`src/rtl/spl_meter_sched_pkg.sv`:
```
// Shared types and sizing helpers for the peak-meter scheduler.
package spl_meter_sched_pkg;

  typedef enum logic [1:0] {S_IDLE, S_LOAD, S_COUNT, S_STORE} state_e;

  function automatic int level_bits(input int width);
    return $clog2(width + 1);
  endfunction

  function automatic int ch_bits(input int channels);
    return (channels > 1) ? $clog2(channels) : 1;
  endfunction

  // Level reported for silence (and for unused/reset slots): LEVEL_SILENT = WIDTH.
  function automatic int level_silent(input int width);
    return width;
  endfunction

endpackage

```
`src/rtl/spl_meter_sched_if.sv`:
```
// Scheduler bus: sample strobe, packed peaks, meter strobes, level readout.
// SPL_METER_SCHED_OVERRUN_EN adds the overrun counter and its clear.
interface spl_meter_sched_if #(
  parameter int CHANNELS = 4,
  parameter int WIDTH    = 16
);
  import spl_meter_sched_pkg::*;
  localparam int BITS = level_bits(WIDTH);
  localparam int CW   = ch_bits(CHANNELS);

  logic                      sample_en_i;
  logic [CHANNELS*WIDTH-1:0] peak_i;
  logic                      peak_en_o;
  logic                      decay_en_o;
  logic [CW-1:0]             rd_ch_i;
  logic [BITS-1:0]           rd_level_o;
  logic                      busy_o;
  logic                      scan_done_o;
`ifdef SPL_METER_SCHED_OVERRUN_EN
  logic [7:0]                overrun_o;
  logic                      overrun_clr_i;

  modport master (output sample_en_i, peak_i, rd_ch_i, overrun_clr_i,
                  input  peak_en_o, decay_en_o, rd_level_o, busy_o, scan_done_o, overrun_o);
  modport slave  (input  sample_en_i, peak_i, rd_ch_i, overrun_clr_i,
                  output peak_en_o, decay_en_o, rd_level_o, busy_o, scan_done_o, overrun_o);
`else
  modport master (output sample_en_i, peak_i, rd_ch_i,
                  input  peak_en_o, decay_en_o, rd_level_o, busy_o, scan_done_o);
  modport slave  (input  sample_en_i, peak_i, rd_ch_i,
                  output peak_en_o, decay_en_o, rd_level_o, busy_o, scan_done_o);
`endif
endinterface

```
`src/rtl/spl_meter_sched_lzc.sv`:
```
// Serial leading-zero counter: shifts left until the MSB is set or WIDTH shifts are done.
module spl_lzc_serial #(
  parameter int WIDTH = 16,
  parameter int BITS  = 5
)(
  input  logic             ck,
  input  logic             rst,
  input  logic             start_i,
  input  logic [WIDTH-1:0] din_i,
  output logic [BITS-1:0]  level_o,
  output logic             done_o
);
  logic [WIDTH-1:0] shift_q, shift_d;
  logic [BITS-1:0]  cnt_q, cnt_d;

  assign done_o  = shift_q[WIDTH-1] || (cnt_q == BITS'(WIDTH));
  assign level_o = cnt_q;

  always_comb begin
    shift_d = shift_q;
    cnt_d   = cnt_q;
    if (start_i) begin
      shift_d = din_i;
      cnt_d   = '0;
    end else if (!done_o) begin
      shift_d = {shift_q[WIDTH-2:0], 1'b0};
      cnt_d   = cnt_q + 1'b1;
    end
  end

  // Reset parks the engine in its done state so it sits still while idle.
  always_ff @(posedge ck) begin
    if (rst) begin
      shift_q <= '0;
      cnt_q   <= BITS'(WIDTH);
    end else begin
      shift_q <= shift_d;
      cnt_q   <= cnt_d;
    end
  end
endmodule

```
`src/rtl/spl_meter_sched.sv`:
```
// Peak-meter scheduler: meter strobes, decay prescaler, serial level scan, level file.
// SPL_METER_SCHED_OVERRUN_EN adds a saturating count of dropped sample strobes.
module spl_meter_sched
  import spl_meter_sched_pkg::*;
#(
  parameter int CHANNELS  = 4,
  parameter int WIDTH     = 16,
  parameter int DECAY_DIV = 1024
)(
  input logic              ck,
  input logic              rst,
  spl_meter_sched_if.slave bus
);
  localparam int BITS = level_bits(WIDTH);
  localparam int CW   = ch_bits(CHANNELS);
  localparam int PW   = (DECAY_DIV > 1) ? $clog2(DECAY_DIV) : 1;
  localparam int DW   = 4;
  localparam logic [BITS-1:0] LEVEL_SILENT = BITS'(level_silent(WIDTH));

  state_e state_q, state_d;
  logic [CW-1:0] ch_q, ch_d;
  logic          pend_q, pend_d;
  logic          peak_en_q, decay_en_q, decay_en_d, scan_done_q;
  logic [PW-1:0] presc_q, presc_d;
  logic          arm_q, arm_d, fire;
  logic [DW-1:0] dcnt_q, dcnt_d;
  logic          busy, store, last, lzc_start, lzc_done;
  logic [BITS-1:0] lzc_level, rd_level_q, rd_level_d;
  logic [CHANNELS-1:0][BITS-1:0]  level_q;
  logic [CHANNELS-1:0][WIDTH-1:0] peak_arr;

  assign peak_arr = bus.peak_i;

  // FSM: state register
  always_ff @(posedge ck) begin
    if (rst) state_q <= S_IDLE;
    else     state_q <= state_d;
  end

  // FSM: next state
  always_comb begin
    state_d = state_q;
    unique case (state_q)
      S_IDLE:  if (bus.sample_en_i || pend_q) state_d = S_LOAD;
      S_LOAD:  state_d = S_COUNT;
      S_COUNT: if (lzc_done) state_d = S_STORE;
      S_STORE: state_d = (ch_q == CW'(CHANNELS - 1)) ? S_IDLE : S_LOAD;
      default: state_d = S_IDLE;
    endcase
  end

  // FSM: outputs
  always_comb begin
    busy      = (state_q != S_IDLE);
    lzc_start = (state_q == S_LOAD);
    store     = (state_q == S_STORE);
    last      = store && (ch_q == CW'(CHANNELS - 1));
  end

  spl_lzc_serial #(.WIDTH(WIDTH), .BITS(BITS)) u_lzc (
    .ck      (ck),
    .rst     (rst),
    .start_i (lzc_start),
    .din_i   (peak_arr[ch_q]),
    .level_o (lzc_level),
    .done_o  (lzc_done)
  );

  // Channel pointer and one-deep pending request.
  always_comb begin
    ch_d   = ch_q;
    pend_d = pend_q;
    if (!busy) begin
      if (bus.sample_en_i || pend_q) begin
        pend_d = 1'b0;
        ch_d   = '0;
      end
    end else if (bus.sample_en_i) begin
      pend_d = 1'b1;
    end
    if (store && !last) ch_d = ch_q + 1'b1;
  end

  // Decay requests queue up while peak_en is busy; fire only when the next cycle has no peak_en.
  always_comb begin
    presc_d = presc_q;
    arm_d   = 1'b0;
    if (bus.sample_en_i) begin
      if (presc_q == PW'(DECAY_DIV - 1)) begin
        presc_d = '0;
        arm_d   = 1'b1;
      end else begin
        presc_d = presc_q + 1'b1;
      end
    end
    fire   = (arm_q || (dcnt_q != '0)) && !bus.sample_en_i;
    dcnt_d = dcnt_q;
    if (arm_q && !fire) begin
      if (dcnt_q != '1) dcnt_d = dcnt_q + 1'b1;
    end else if (!arm_q && fire) begin
      dcnt_d = dcnt_q - 1'b1;
    end
    decay_en_d = fire;
  end

  always_ff @(posedge ck) begin
    if (rst) begin
      ch_q        <= '0;
      pend_q      <= 1'b0;
      peak_en_q   <= 1'b0;
      decay_en_q  <= 1'b0;
      scan_done_q <= 1'b0;
      presc_q     <= '0;
      arm_q       <= 1'b0;
      dcnt_q      <= '0;
    end else begin
      ch_q        <= ch_d;
      pend_q      <= pend_d;
      peak_en_q   <= bus.sample_en_i;
      decay_en_q  <= decay_en_d;
      scan_done_q <= last;
      presc_q     <= presc_d;
      arm_q       <= arm_d;
      dcnt_q      <= dcnt_d;
    end
  end

  // Level file; a same-cycle read of the channel being stored sees the old level.
  assign rd_level_d = (int'(bus.rd_ch_i) < CHANNELS) ? level_q[bus.rd_ch_i] : LEVEL_SILENT;

  always_ff @(posedge ck) begin
    if (rst) begin
      level_q    <= {CHANNELS{LEVEL_SILENT}};
      rd_level_q <= LEVEL_SILENT;
    end else begin
      if (store) level_q[ch_q] <= lzc_level;
      rd_level_q <= rd_level_d;
    end
  end

`ifdef SPL_METER_SCHED_OVERRUN_EN
  logic       drop;
  logic [7:0] ovr_q, ovr_d;

  assign drop = bus.sample_en_i && busy && pend_q;

  always_comb begin
    ovr_d = ovr_q;
    if (bus.overrun_clr_i)              ovr_d = {7'd0, drop};
    else if (drop && (ovr_q != 8'hFF))  ovr_d = ovr_q + 8'd1;
  end

  always_ff @(posedge ck) begin
    if (rst) ovr_q <= '0;
    else     ovr_q <= ovr_d;
  end

  assign bus.overrun_o = ovr_q;
`endif

  assign bus.peak_en_o   = peak_en_q;
  assign bus.decay_en_o  = decay_en_q;
  assign bus.rd_level_o  = rd_level_q;
  assign bus.busy_o      = busy;
  assign bus.scan_done_o = scan_done_q;
endmodule
```
`src/flat_wrapper.sv`:
```
// flat-port wrapper written by rule: the top's interface ports become plain ports
module spl_meter_sched_flat import spl_meter_sched_pkg::*;
#(
  parameter int CHANNELS  = 4,
  parameter int WIDTH     = 16,
  parameter int DECAY_DIV = 1024
)
  (ck, rst, bus_sample_en_i, bus_peak_i, bus_rd_ch_i, bus_peak_en_o, bus_decay_en_o, bus_rd_level_o, bus_busy_o, bus_scan_done_o);
  spl_meter_sched_if #(.CHANNELS(CHANNELS), .WIDTH(WIDTH)) bus_i ();
  input logic ck;
  input logic rst;
  input wire logic [$bits(bus_i.sample_en_i)-1:0] bus_sample_en_i;
  input wire logic [$bits(bus_i.peak_i)-1:0] bus_peak_i;
  input wire logic [$bits(bus_i.rd_ch_i)-1:0] bus_rd_ch_i;
  output wire logic [$bits(bus_i.peak_en_o)-1:0] bus_peak_en_o;
  output wire logic [$bits(bus_i.decay_en_o)-1:0] bus_decay_en_o;
  output wire logic [$bits(bus_i.rd_level_o)-1:0] bus_rd_level_o;
  output wire logic [$bits(bus_i.busy_o)-1:0] bus_busy_o;
  output wire logic [$bits(bus_i.scan_done_o)-1:0] bus_scan_done_o;
  assign bus_i.sample_en_i = bus_sample_en_i;
  assign bus_i.peak_i = bus_peak_i;
  assign bus_i.rd_ch_i = bus_rd_ch_i;
  assign bus_peak_en_o = bus_i.peak_en_o;
  assign bus_decay_en_o = bus_i.decay_en_o;
  assign bus_rd_level_o = bus_i.rd_level_o;
  assign bus_busy_o = bus_i.busy_o;
  assign bus_scan_done_o = bus_i.scan_done_o;
  spl_meter_sched #(.CHANNELS(CHANNELS), .WIDTH(WIDTH), .DECAY_DIV(DECAY_DIV)) u_core (.ck(ck), .rst(rst), .bus(bus_i));
endmodule
```
`config.mk`:
```
export PLATFORM = sky130hd
export DESIGN_NAME = spl_meter_sched_flat
export DESIGN_NICKNAME = d
export VERILOG_FILES = /design/src/rtl/spl_meter_sched_pkg.sv /design/src/rtl/spl_meter_sched_if.sv /design/src/rtl/spl_meter_sched_lzc.sv /design/src/rtl/spl_meter_sched.sv /design/src/flat_wrapper.sv
export SDC_FILE = /design/constraint.sdc
export NUM_CORES = 1
export LEC_CHECK = 0
export CAP_MARGIN = 25
export CORE_MARGIN = 5
export CORE_UTILIZATION = 35
export DETAILED_ROUTE_END_ITERATION = 6
export GPL_ROUTABILITY_DRIVEN = 0
export PLACE_DENSITY = 0.64
export SKIP_CTS_REPAIR_TIMING = 1
export SYNTH_ARGS = -nofsm -noshare
export SYNTH_HDL_FRONTEND = slang
export SYNTH_SLANG_ARGS = --single-unit
```
`constraint.sdc`:
```
create_clock -name ck -period 5 [get_ports ck]
set_input_delay 0.5 -clock ck [delete_from_list [all_inputs] [get_ports ck]]
set_output_delay 0.5 -clock ck [all_outputs]
set_load 0.1 [all_outputs]
```
==> metrics.md, run 1 <==
| Metric | Value |
|---|---|
| Status | `finished, final reports clean` |
| Num rows | `36` |
| Setup_tns | `0 ns` |
| Worst skew pair latency | `0.34 ns` |
| CP endpoint | `bus_busy_o` |
| Core area | `9730 sq um` |
| Tcrit/Tclk final | `57.2%` |
| Slew @ Worst Pin | `1.01 ns` |
| Clk network pwr share | `24.5%` |
| Setup repair after global routing missed its margin | `false` |
| Die area | `12,100 sq um` |
| Largest delay share family, worst path | `buffers and inverters` |
| Internal | `1.07 mW` |
| Routed vias | `2,775` |
| CP bufs+invs | `3` |
| Top-level I/O count | `78` |
| CTS tree | `built` |
| Total track usage | `14.2%` |
| R2r startpoint | `u_core.ch_q[1]` |
| Hold Crit Class | `flip-flop to flip-flop` |
| Clock transition at path regs | `0.07 ns` |
| Flop pwr share | `42.5%` |
| Max-slew headroom | `32.5%` |
| Drt initial violations | `78` |
| Syn Inst Count | `354` |
| Setup slack, reg-to-reg | `2.79 ns` |
| Setup Crit Path Kind | `flip-flop to output pin` |
| Cell Pwr Density | `365 nW/um^2` |
| Combinational group share of total power | `33.0%` |
| # setup viols final | `0` |
| HPWL Detailed | `5890 microns` |
| Port Buffers | `77` |
| DRT Wirelength | `7940 microns` |
| Static Leak | `1.56 nW` |
| Synth-to-Final Area Change | `28.6%` |
| Largest net degree at the start of global routing | `56` |
| Inserted Clock Buffers | `9` |
| Clock Sinks | `69` |
| Chip width | `110 microns` |
| First-pass GRT wire length | `13,300 microns` |
| Reg area | `1380 sq um` |
| NetSw | `0.570 mW` |
| #FFs+latches synth | `69` |
| Layout cells sized above 1 | `10.8%` |
| CP Launch Point | `u_core.state_q[0]` |
| N_diodes | `0` |
| Most frequent CP cell | `inv_1` |
| Minimum clock period | `2.86 ns` |
| Critical path required time | `4.50 ns` |
| Syn Area/Cell | `9.86 sq um` |
| Filler cell count | `961` |
| CTS max path bufs | `2` |
| Yosys Warn Count | `0` |
| CP max-delay cell | `clkdlybuf4s50_1` |
| Syn_nets | `437` |
| Max H-tree Level | `3` |
| WP data arrival | `2.36 ns` |
| ANT nets after route | `0` |
| Pre-antenna DRT Iters | `4` |
| Final nets | `502` |
| Max Clock Skew | `0.00495 ns` |
| Via/cell ratio | `4.98` |
| Grt total ovfl | `0` |
| Critical Path Stages | `4` |
| Critical path, cell by cell | `inv_1 -> ha_1 -> inv_1 -> clkdlybuf4s50_1` |
| CP endpoint kind | `output pin` |
| Peak supply drop | `0.000276 V` |
| Vias in the first global route | `2,819` |
| Max-slew violations | `0` |
| CP peak stage delay | `1.15 ns` |
| Final hold vios | `0` |
| Routed length per instance | `14.3 microns` |
| Post-synth cell types | `40` |
| Multi-input gate area | `1950 sq um` |
| Mapped Area | `3490 sq um` |
| MaxCap Viol Count | `0` |
| Seq/Total Area, Yosys | `39.6%` |
| Root buffer cell | `clkbuf_8` |
| Sw Share | `34.8%` |
| R2R Path End | `u_core.state_q[0]` |
| Critical Path Fanout Max | `5` |
| Initial Utilization | `35.9%` |
| Setup crit start kind | `flip-flop` |
| Hold WS | `0.458 ns` |
| Vert. Die Dim | `110 microns` |
| R2R cell count | `5` |
| DRC Markers | `0` |
| Fmax | `350 MHz` |
| Initial antenna violation count | `0` |
## flip-flops by register name, indices dropped and copies added, names as in the netlist
signal,count
u_core.pend_q,1
u_core.level_q,20
u_core.bus.decay_en_o,1
u_core.bus.scan_done_o,1
u_core.u_lzc.level_o,5
u_core.bus.peak_en_o,1
u_core.arm_q,1
u_core.presc_q,10
u_core.state_q,2
u_core.ch_q,2
u_core.u_lzc.shift_q,16
u_core.dcnt_q,4
u_core.bus.rd_level_o,5
## layer usage
layer / global-route usage (%) / up-vias / part of all wire [%] / wire, microns
li1: - / 1400 / - / -
met3: 2.29 / 13 / 2.3 / 182
met5: 0 / - / 0 / 0
met1: 17.1 / 1328 / 43 / 3430
met2: 24.6 / 34 / 52 / 4160
met4: 6.86 / 0 / 2.1 / 165
## worst min path at each step
stage / start / end / slack [ns] / cells past startpoint
2_1_floorplan: u_core.level_q[10] / u_core.level_q[10] / 0.43 / 2
3_3_place_gp: u_core.level_q[7] / u_core.level_q[7] / 0.44 / 2
3_5_place_dp: u_core.level_q[8] / u_core.level_q[8] / 0.45 / 2
4_1_cts: u_core.level_q[8] / u_core.level_q[8] / 0.46 / 2
5_1_grt: u_core.level_q[11] / u_core.level_q[11] / 0.48 / 2
6_report: u_core.level_q[8] / u_core.level_q[8] / 0.46 / 2
## synth_stat cells (all sizes together)
cell type  number  area [sq um]
o211ai          1          7.51
dfxtp          69          1380
nand3b          2          15.0
a21o            2          15.0
clkbuf         13          48.8
mux2i          19           190
or3             3          18.8
nor2           28           121
o31ai           1          7.51
o21ai           6          30.0
a21oi          26           130
fa              1          20.0
nand3          29           145
nand2          35           131
or4             1          11.3
xor2            6          52.6
nor3b           1          7.51
mux2            1          11.3
mux4           21           473
a211oi         14           110
nor4bb          1          25.0
xnor2           6          52.6
a22oi           2          28.8
nor2b           3          18.8
nor3           10          50.1
nor4            1          6.26
a32o            1          10.0
nand2b          4          25.0
nand4           6          37.5
buf            11          67.6
or2             1          6.26
inv            11          41.3
and2            5          31.3
ha             13           163
## area by class of cell
class | instances | area share [%]
repair buffers | 78 | 17.2
multi-input cells | 250 | 43.5
clock inverters | 6 | 0.864
flip-flops and latches | 69 | 30.8
well taps | 133 | 3.71
inverters | 11 | 0.919
clock buffers | 10 | 3.06
## power by group through the flow
stage	clock network [mW]	logic, mW	registers (mW)
finish	0.402	0.542	0.697
global route	0.447	0.598	0.708
CTS	0.415	0.547	0.697
detailed placement	0	0.543	0.709
global placement	0	0.531	0.706
floorplan	0	0.433	0.689
## placed cells by master (no fill, tap or decap), types with 11 or more instances in the layout
cell type        count
mux2i_1             19
mux4_2              21
a21oi_1             26
ha_1                13
nor2_1              27
a211oi_1            13
dfxtp_1             69
nand3_1             29
nand2_1             35
clkdlybuf4s50_1     76
inv_1               11
## logic make-up after synthesis
logic type,count (synthesis),share of synthesized area [%]
flops,69,39.6
fa+ha+maj,14,5.23
buf+inv,35,4.52
xor+xnor,12,3.01
compound gates,53,9.71
mux,41,19.3
simple gates,130,18.6
## worst register-to-register path, stage by stage (launching register included)
cell and delay (ns):
dfxtp_1 0.95, ha_1 0.46, nand2b_1 0.22, nand2_1 0.08, a21o_1 0.16, a32o_1 0.25
## per-stage QoR
step	cell area, sq um	std cells	worst slack [ns]	total power [mW]	utilization, %
floorplan	3490	354	2.98	1.12	-
global placement	4310	541	2.14	1.24	44.3
detailed placement	4310	541	2.11	1.25	44.3
CTS	4490	557	2.10	1.66	46.2
global route	4490	557	1.99	1.75	46.2
finish	4490	557	2.14	1.64	46.2
(Power assumes the default switching activity.)
==> run 2: changes to the inputs <==
- PLACE_DENSITY: 0.64 -> 0.66
- clock period: 5 -> 2.6 ns (I/O delays scaled with it)
==> metrics.md, run 2 (synthesized netlist as in run 1, its figures left out) <==
| Metric | Value |
|---|---|
| Status | `finished, final reports clean` |
| Port Buffers | `77 (unchanged)` |
| Clock transition at path regs | `0.07 ns (about the same)` |
| Root buffer cell | `clkbuf_8` |
| DRT Wirelength | `7740 microns (-2.6%)` |
| Largest net degree at the start of global routing | `55 (-1.8%)` |
| Fmax | `497 MHz` |
| CTS tree | `built` |
| Chip width | `110 microns (unchanged)` |
| Vert. Die Dim | `110 microns (unchanged)` |
| Setup crit start kind | `input pin` |
| Hold endpoint | `u_core.level_q[14]` |
| CP max-delay cell | `clkdlybuf4s50_1` |
| Top-level I/O count | `78 (unchanged)` |
| Synth-to-Final Area Change | `28.6% (about the same)` |
| Clk network pwr share | `23.7% (-0.8 points)` |
| N_diodes | `0 (unchanged)` |
| ANT nets after route | `0 (unchanged)` |
| Total track usage | `13.5% (-0.68 points)` |
| Max H-tree Level | `3 (unchanged)` |
| R2r startpoint | `u_core.arm_q` |
| Max-slew violations | `0 (unchanged)` |
| Hold path startpoint | `rst` |
| Combinational group share of total power | `33.2% (+0.2 points)` |
| Routed length per instance | `13.8 microns (-3.4%)` |
| CP endpoint kind | `flip-flop` |
| NetSw | `1.08 mW (+90%)` |
| R2R Path End | `u_core.dcnt_q[3]` |
| Setup repair after global routing missed its margin | `false` |
| Slew @ Worst Pin | `0.596 ns (-0.416 ns)` |
| Vias in the first global route | `2,732 (-3.1%)` |
| Largest regs | `u_core.level_q: 20 flops, u_core.u_lzc.shift_q: 16 flops, u_core.presc_q: 10 flops` |
| Inserted Clock Buffers | `9 (unchanged)` |
| Clock Sinks | `69 (unchanged)` |
| HPWL Detailed | `5750 microns (-2.4%)` |
| Critical Path Fanout Max | `3 (-2)` |
| Setup Crit Path Kind | `input pin to flip-flop` |
| # setup viols final | `0 (unchanged)` |
| Biggest register | `u_core.level_q` |
| Peak supply drop | `0.000292 V (+5.8%)` |
| Worst skew pair latency | `0.34 ns (about the same)` |
| CTS max path bufs | `2 (unchanged)` |
| Num rows | `36 (unchanged)` |
| R2R cell count | `7 (+2)` |
| Max Clock Skew | `0.00809 ns (+0.00314 ns)` |
| Pre-antenna DRT Iters | `4 (unchanged)` |
| Sw Share | `34.7% (about the same)` |
| Internal | `2.04 mW (+91%)` |
| Critical path, cell by cell | `clkdlybuf4s50_1 -> and2_1 -> inv_1 -> ha_1 -> a21o_1 -> a21oi_1 -> mux2i_1 -> mux2_2` |
| Cell Pwr Density | `696 nW/um^2 (+91%)` |
| Die area | `12,100 sq um (unchanged)` |
| Flop pwr share | `43.1% (+0.6 points)` |
| Most frequent cells in the layout | `69 x dfxtp_1, 67 x clkdlybuf4s50_1, 35 x nand2_1` |
| Via/cell ratio | `4.92 (-1.2%)` |
| Filler cell count | `955 (-0.62%)` |
| CP peak stage delay | `0.47 ns (-0.68 ns)` |
| CP bufs+invs | `2 (-1)` |
| Static Leak | `1.60 nW (+2.2%)` |
| Cells on Worst Hold Path | `3 (+1)` |
| Minimum clock period | `2.01 ns` |
| Commonest non-fill, non-tap cell in the layout | `dfxtp_1` |
| Setup slack, reg-to-reg | `0.63 ns (-2.16 ns)` |
| Grt total ovfl | `0 (unchanged)` |
| Hold WS | `0.391 ns (-0.0665 ns)` |
| Layout cells sized above 1 | `13.5% (+2.7 points)` |
| Initial antenna violation count | `0 (unchanged)` |
| Initial Utilization | `35.9% (unchanged)` |
| Largest delay share family, worst path | `buffers and inverters` |
| Drt initial violations | `86 (+10%)` |
| Critical path required time | `2.84 ns (-1.66 ns)` |
| Hold Crit Class | `input pin to flip-flop` |
| Final nets | `507 (+1.0%)` |
| Routed vias | `2,765 (-0.36%)` |
| Final hold vios | `0 (unchanged)` |
| Setup_tns | `0 ns (unchanged)` |
| WP data arrival | `2.25 ns (-0.11 ns)` |
| Max reg flops | `20 (unchanged)` |
| Tcrit/Tclk final | `77.4%` |
| MaxCap Viol Count | `0 (unchanged)` |
| Max-slew headroom | `60.3% (+28 points)` |
| Core area | `9730 sq um (unchanged)` |
| DRC Markers | `0 (unchanged)` |
| First-pass GRT wire length | `12,700 microns (-4.9%)` |
## run 2: changes by cell type in the layout (fill, tap and decap cells not counted), sizes merged
| cell | before | now |
|---|---|---|
| clkinvlp | 2 | 1 |
| buf | 2 | 16 |
| clkbuf | 10 | 11 |
| clkdlybuf4s50 | 76 | 67 |
## run 2: layout make-up
cell class	count	area, sq um	share of cell area, %
multi-input cells	250	1950	43.5
well taps	133	166	3.71
clock inverters	5	27.5	0.613
clock buffers	11	131	2.93
flip-flops and latches	69	1380	30.8
repair buffers	83	788	17.6
inverters	11	41.3	0.920
## run 2: routing by layer
layer | routed length (microns) | part of all wire [%] | global-route usage [%]
met5 | 0 | 0 | 0
met4 | 145 | 1.9 | 7.21
met3 | 287 | 3.7 | 2.76
met2 | 3890 | 50 | 22.6
met1 | 3410 | 44 | 16.3
## run 2: worst max path at each step
stage / from / cells past startpoint / to
final: bus_sample_en_i / 8 / u_core.dcnt_q[3]
after global placement: bus_sample_en_i / 8 / u_core.dcnt_q[3]
after detailed placement: bus_sample_en_i / 8 / u_core.dcnt_q[3]
after CTS: bus_sample_en_i / 8 / u_core.dcnt_q[3]
after floorplan: u_core.state_q[0] / 6 / u_core.state_q[0]
after global routing: bus_sample_en_i / 8 / u_core.dcnt_q[3]
## run 2: tightest hold or removal path, stage by stage
cell and delay [ns]:
buf_2 0.09, inv_1 0.21, nand3_1 0.13
## run 2: power groups by stage
stage | registers (mW) | clock network (mW) | logic [mW]
6_report | 1.34 | 0.741 | 1.04
5_1_grt | 1.36 | 0.815 | 1.14
4_1_cts | 1.34 | 0.760 | 1.05
3_5_place_dp | 1.37 | 0 | 1.04
3_3_place_gp | 1.36 | 0 | 1.02
2_1_floorplan | 1.33 | 0 | 0.834
## run 2: stage by stage
stage	std cells	power, mW	setup WS (ns)	utilization, %	area, sq um
final	562	3.12	0.589	46.1	4490
after global routing	562	3.32	0.474	46.1	4490
after CTS	562	3.16	0.611	46.1	4490
after detailed placement	546	2.41	0.240	44.5	4330
after global placement	546	2.38	0.287	44.5	4330
after floorplan	354	2.16	0.692	-	3490
==> run 3: changes to the inputs <==
- PLACE_DENSITY: 0.66 -> 0.64
- clock period: 2.6 -> 1.9 ns (I/O delays scaled with it)
==> metrics.md, run 3 (synthesized netlist as in run 1, its figures left out) <==
| Metric | Value |
|---|---|
| Status | `finished, final reports clean` |
| Routed vias | `2,821 (+2.0%)` |
| Final nets | `519 (+2.4%)` |
| Hold endpoint | `u_core.dcnt_q[2]` |
| Tot Pwr | `4.87 mW (+56%)` |
| Peak supply drop | `0.000495 V (+70%)` |
| Setup slack, reg-to-reg | `0.11 ns (-0.52 ns)` |
| Minimum clock period | `1.79 ns` |
| Placed Area | `4490 sq um (+3.6%)` |
| Chip width | `110 microns (unchanged)` |
| Setup repair after global routing missed its margin | `false` |
| Slew @ Worst Pin | `0.530 ns (-0.0657 ns)` |
| Non-filler cells, final | `574 (+2.1%)` |
| Hold Crit Class | `input pin to flip-flop` |
| CTS tree | `built` |
| Filler cell count | `910 (-4.7%)` |
| Core area | `9730 sq um (unchanged)` |
| Static Leak | `1.70 nW (+6.8%)` |
| Routed length per instance | `13.8 microns (+0.50%)` |
| DRT Wirelength | `7940 microns (+2.6%)` |
| Grt total ovfl | `0 (unchanged)` |
| Most frequent cells in the layout | `68 x dfxtp_1, 67 x clkdlybuf4s50_1, 35 x nand2_1` |
| Root buffer cell | `clkbuf_8` |
| Commonest non-fill, non-tap cell in the layout | `dfxtp_1` |
| CTS max path bufs | `2 (unchanged)` |
| Biggest register | `u_core.level_q` |
| Port Buffers | `77 (unchanged)` |
| Setup Crit Path Kind | `flip-flop to flip-flop` |
| Largest net degree at the start of global routing | `55 (unchanged)` |
| CP endpoint kind | `flip-flop` |
| Top-level I/O count | `78 (unchanged)` |
| Via/cell ratio | `4.91 (-0.11%)` |
| Final hold vios | `0 (unchanged)` |
| Tcrit/Tclk final | `94.3%` |
| WP data arrival | `2.03 ns (-0.22 ns)` |
| R2r startpoint | `u_core.arm_q` |
| Synth-to-Final Area Change | `35.3%` |
| Worst skew pair latency | `0.34 ns (about the same)` |
| Die area | `12,100 sq um (unchanged)` |
| R2R Path End | `u_core.dcnt_q[3]` |
| Initial antenna violation count | `0 (unchanged)` |
| R2R cell count | `7 (unchanged)` |
| Initial Utilization | `35.9% (unchanged)` |
| Clock transition at path regs | `0.07 ns (about the same)` |
| Max-slew violations | `0 (unchanged)` |
| Vias in the first global route | `2,845 (+4.1%)` |
| Critical path required time | `2.13 ns (-0.71 ns)` |
| ANT nets after route | `0 (unchanged)` |
| Num rows | `36 (unchanged)` |
| DRC Markers | `0 (unchanged)` |
| CP Launch Point | `u_core.arm_q` |
| HPWL Detailed | `5930 microns (+3.0%)` |
| Max Clock Skew | `0.0100 ns (+0.00191 ns)` |
| Largest regs | `u_core.level_q: 20 flops, u_core.u_lzc.shift_q: 16 flops, u_core.presc_q: 10 flops` |
| Fmax | `558 MHz` |
| Critical Path Fanout Max | `3 (unchanged)` |
| Drt initial violations | `91 (+5.8%)` |
| Total track usage | `14.2% (+0.62 points)` |
| Max reg flops | `20 (unchanged)` |
| Final instance area | `4720 sq um (+5.2%)` |
| Inserted Clock Buffers | `9 (unchanged)` |
| MaxCap Viol Count | `0 (unchanged)` |
| Setup_tns | `0 ns (unchanged)` |
| Clock Sinks | `69 (unchanged)` |
| Cell Pwr Density | `1030 nW/um^2 (+48%)` |
| Hold path startpoint | `rst` |
| Reg area | `1380 sq um (about the same)` |
| Max H-tree Level | `3 (unchanged)` |
| # setup viols final | `0 (unchanged)` |
| Vert. Die Dim | `110 microns (unchanged)` |
| Cells on Worst Hold Path | `3 (unchanged)` |
| Layout cells sized above 1 | `17.0% (+3.5 points)` |
| First-pass GRT wire length | `13,300 microns (+4.4%)` |
| Max-slew headroom | `64.6% (+4.3 points)` |
| Pre-antenna DRT Iters | `4 (unchanged)` |
| Post-placement cell count | `558 (+2.2%)` |
| N_diodes | `0 (unchanged)` |
| Hold WS | `0.310 ns (-0.0809 ns)` |
| Multi-input gate area | `1960 sq um (+0.19%)` |
| Setup crit start kind | `flip-flop` |
[run 3: cell types whose count changed in the layout (fill, tap and decap cells not counted), sizes merged]
cell,before,now
clkinv,4,1
buf,16,28
clkinvlp,1,2
bufinv,0,2
[run 3: power by group]
part | switching [mW] | total (mW) | internal [mW]
registers | 0.145 | 1.80 | 1.65
clock network | 0.561 | 1.37 | 0.813
logic | 0.841 | 1.69 | 0.851
total | 1.55 | 4.87 | 3.32
[run 3: cell type report]
| cell class | instances | share of cell area, % |
|---|---|---|
| multi-input cells | 250 | 41.4 |
| clock buffers | 11 | 3.21 |
| inverters | 11 | 0.954 |
| flip-flops and latches | 69 | 29.3 |
| clock inverters | 5 | 1.72 |
| well taps | 133 | 3.52 |
| repair buffers | 95 | 19.9 |
[run 3: layer usage]
metal	vias to the layer above	global-route usage, %	routed length (microns)
li1	1438	-	-
met1	1329	17.2	3630
met2	41	23.9	3920
met3	13	3.70	226
met4	0	5.43	163
met5	-	0	0
[run 3: worst max-delay path, cell delays in order, from the launching register on]
cell and delay [ns]:
dfxtp_2 0.34, and2_1 0.14, inv_1 0.06, ha_1 0.27, a21o_1 0.19, a21oi_2 0.14
mux2i_1 0.21, mux2_2 0.34
[run 3: how the worst max path moves through the flow]
| stage | endpoint | cells after the start |
|---|---|---|
| after global placement | u_core.dcnt_q[3] | 8 |
| after CTS | u_core.dcnt_q[3] | 7 |
| final | u_core.dcnt_q[3] | 7 |
| after global routing | u_core.dcnt_q[3] | 7 |
| after detailed placement | u_core.dcnt_q[3] | 8 |
| after floorplan | u_core.dcnt_q[3] | 7 |
[run 3: per-stage QoR]
stage,utilization (%),worst slack [ns]
3_5_place_dp,46.1,-0.267
2_1_floorplan,-,0.0422
3_3_place_gp,46.1,-0.223
4_1_cts,48.5,0.0501
5_1_grt,48.5,0.0137
6_report,48.5,0.108
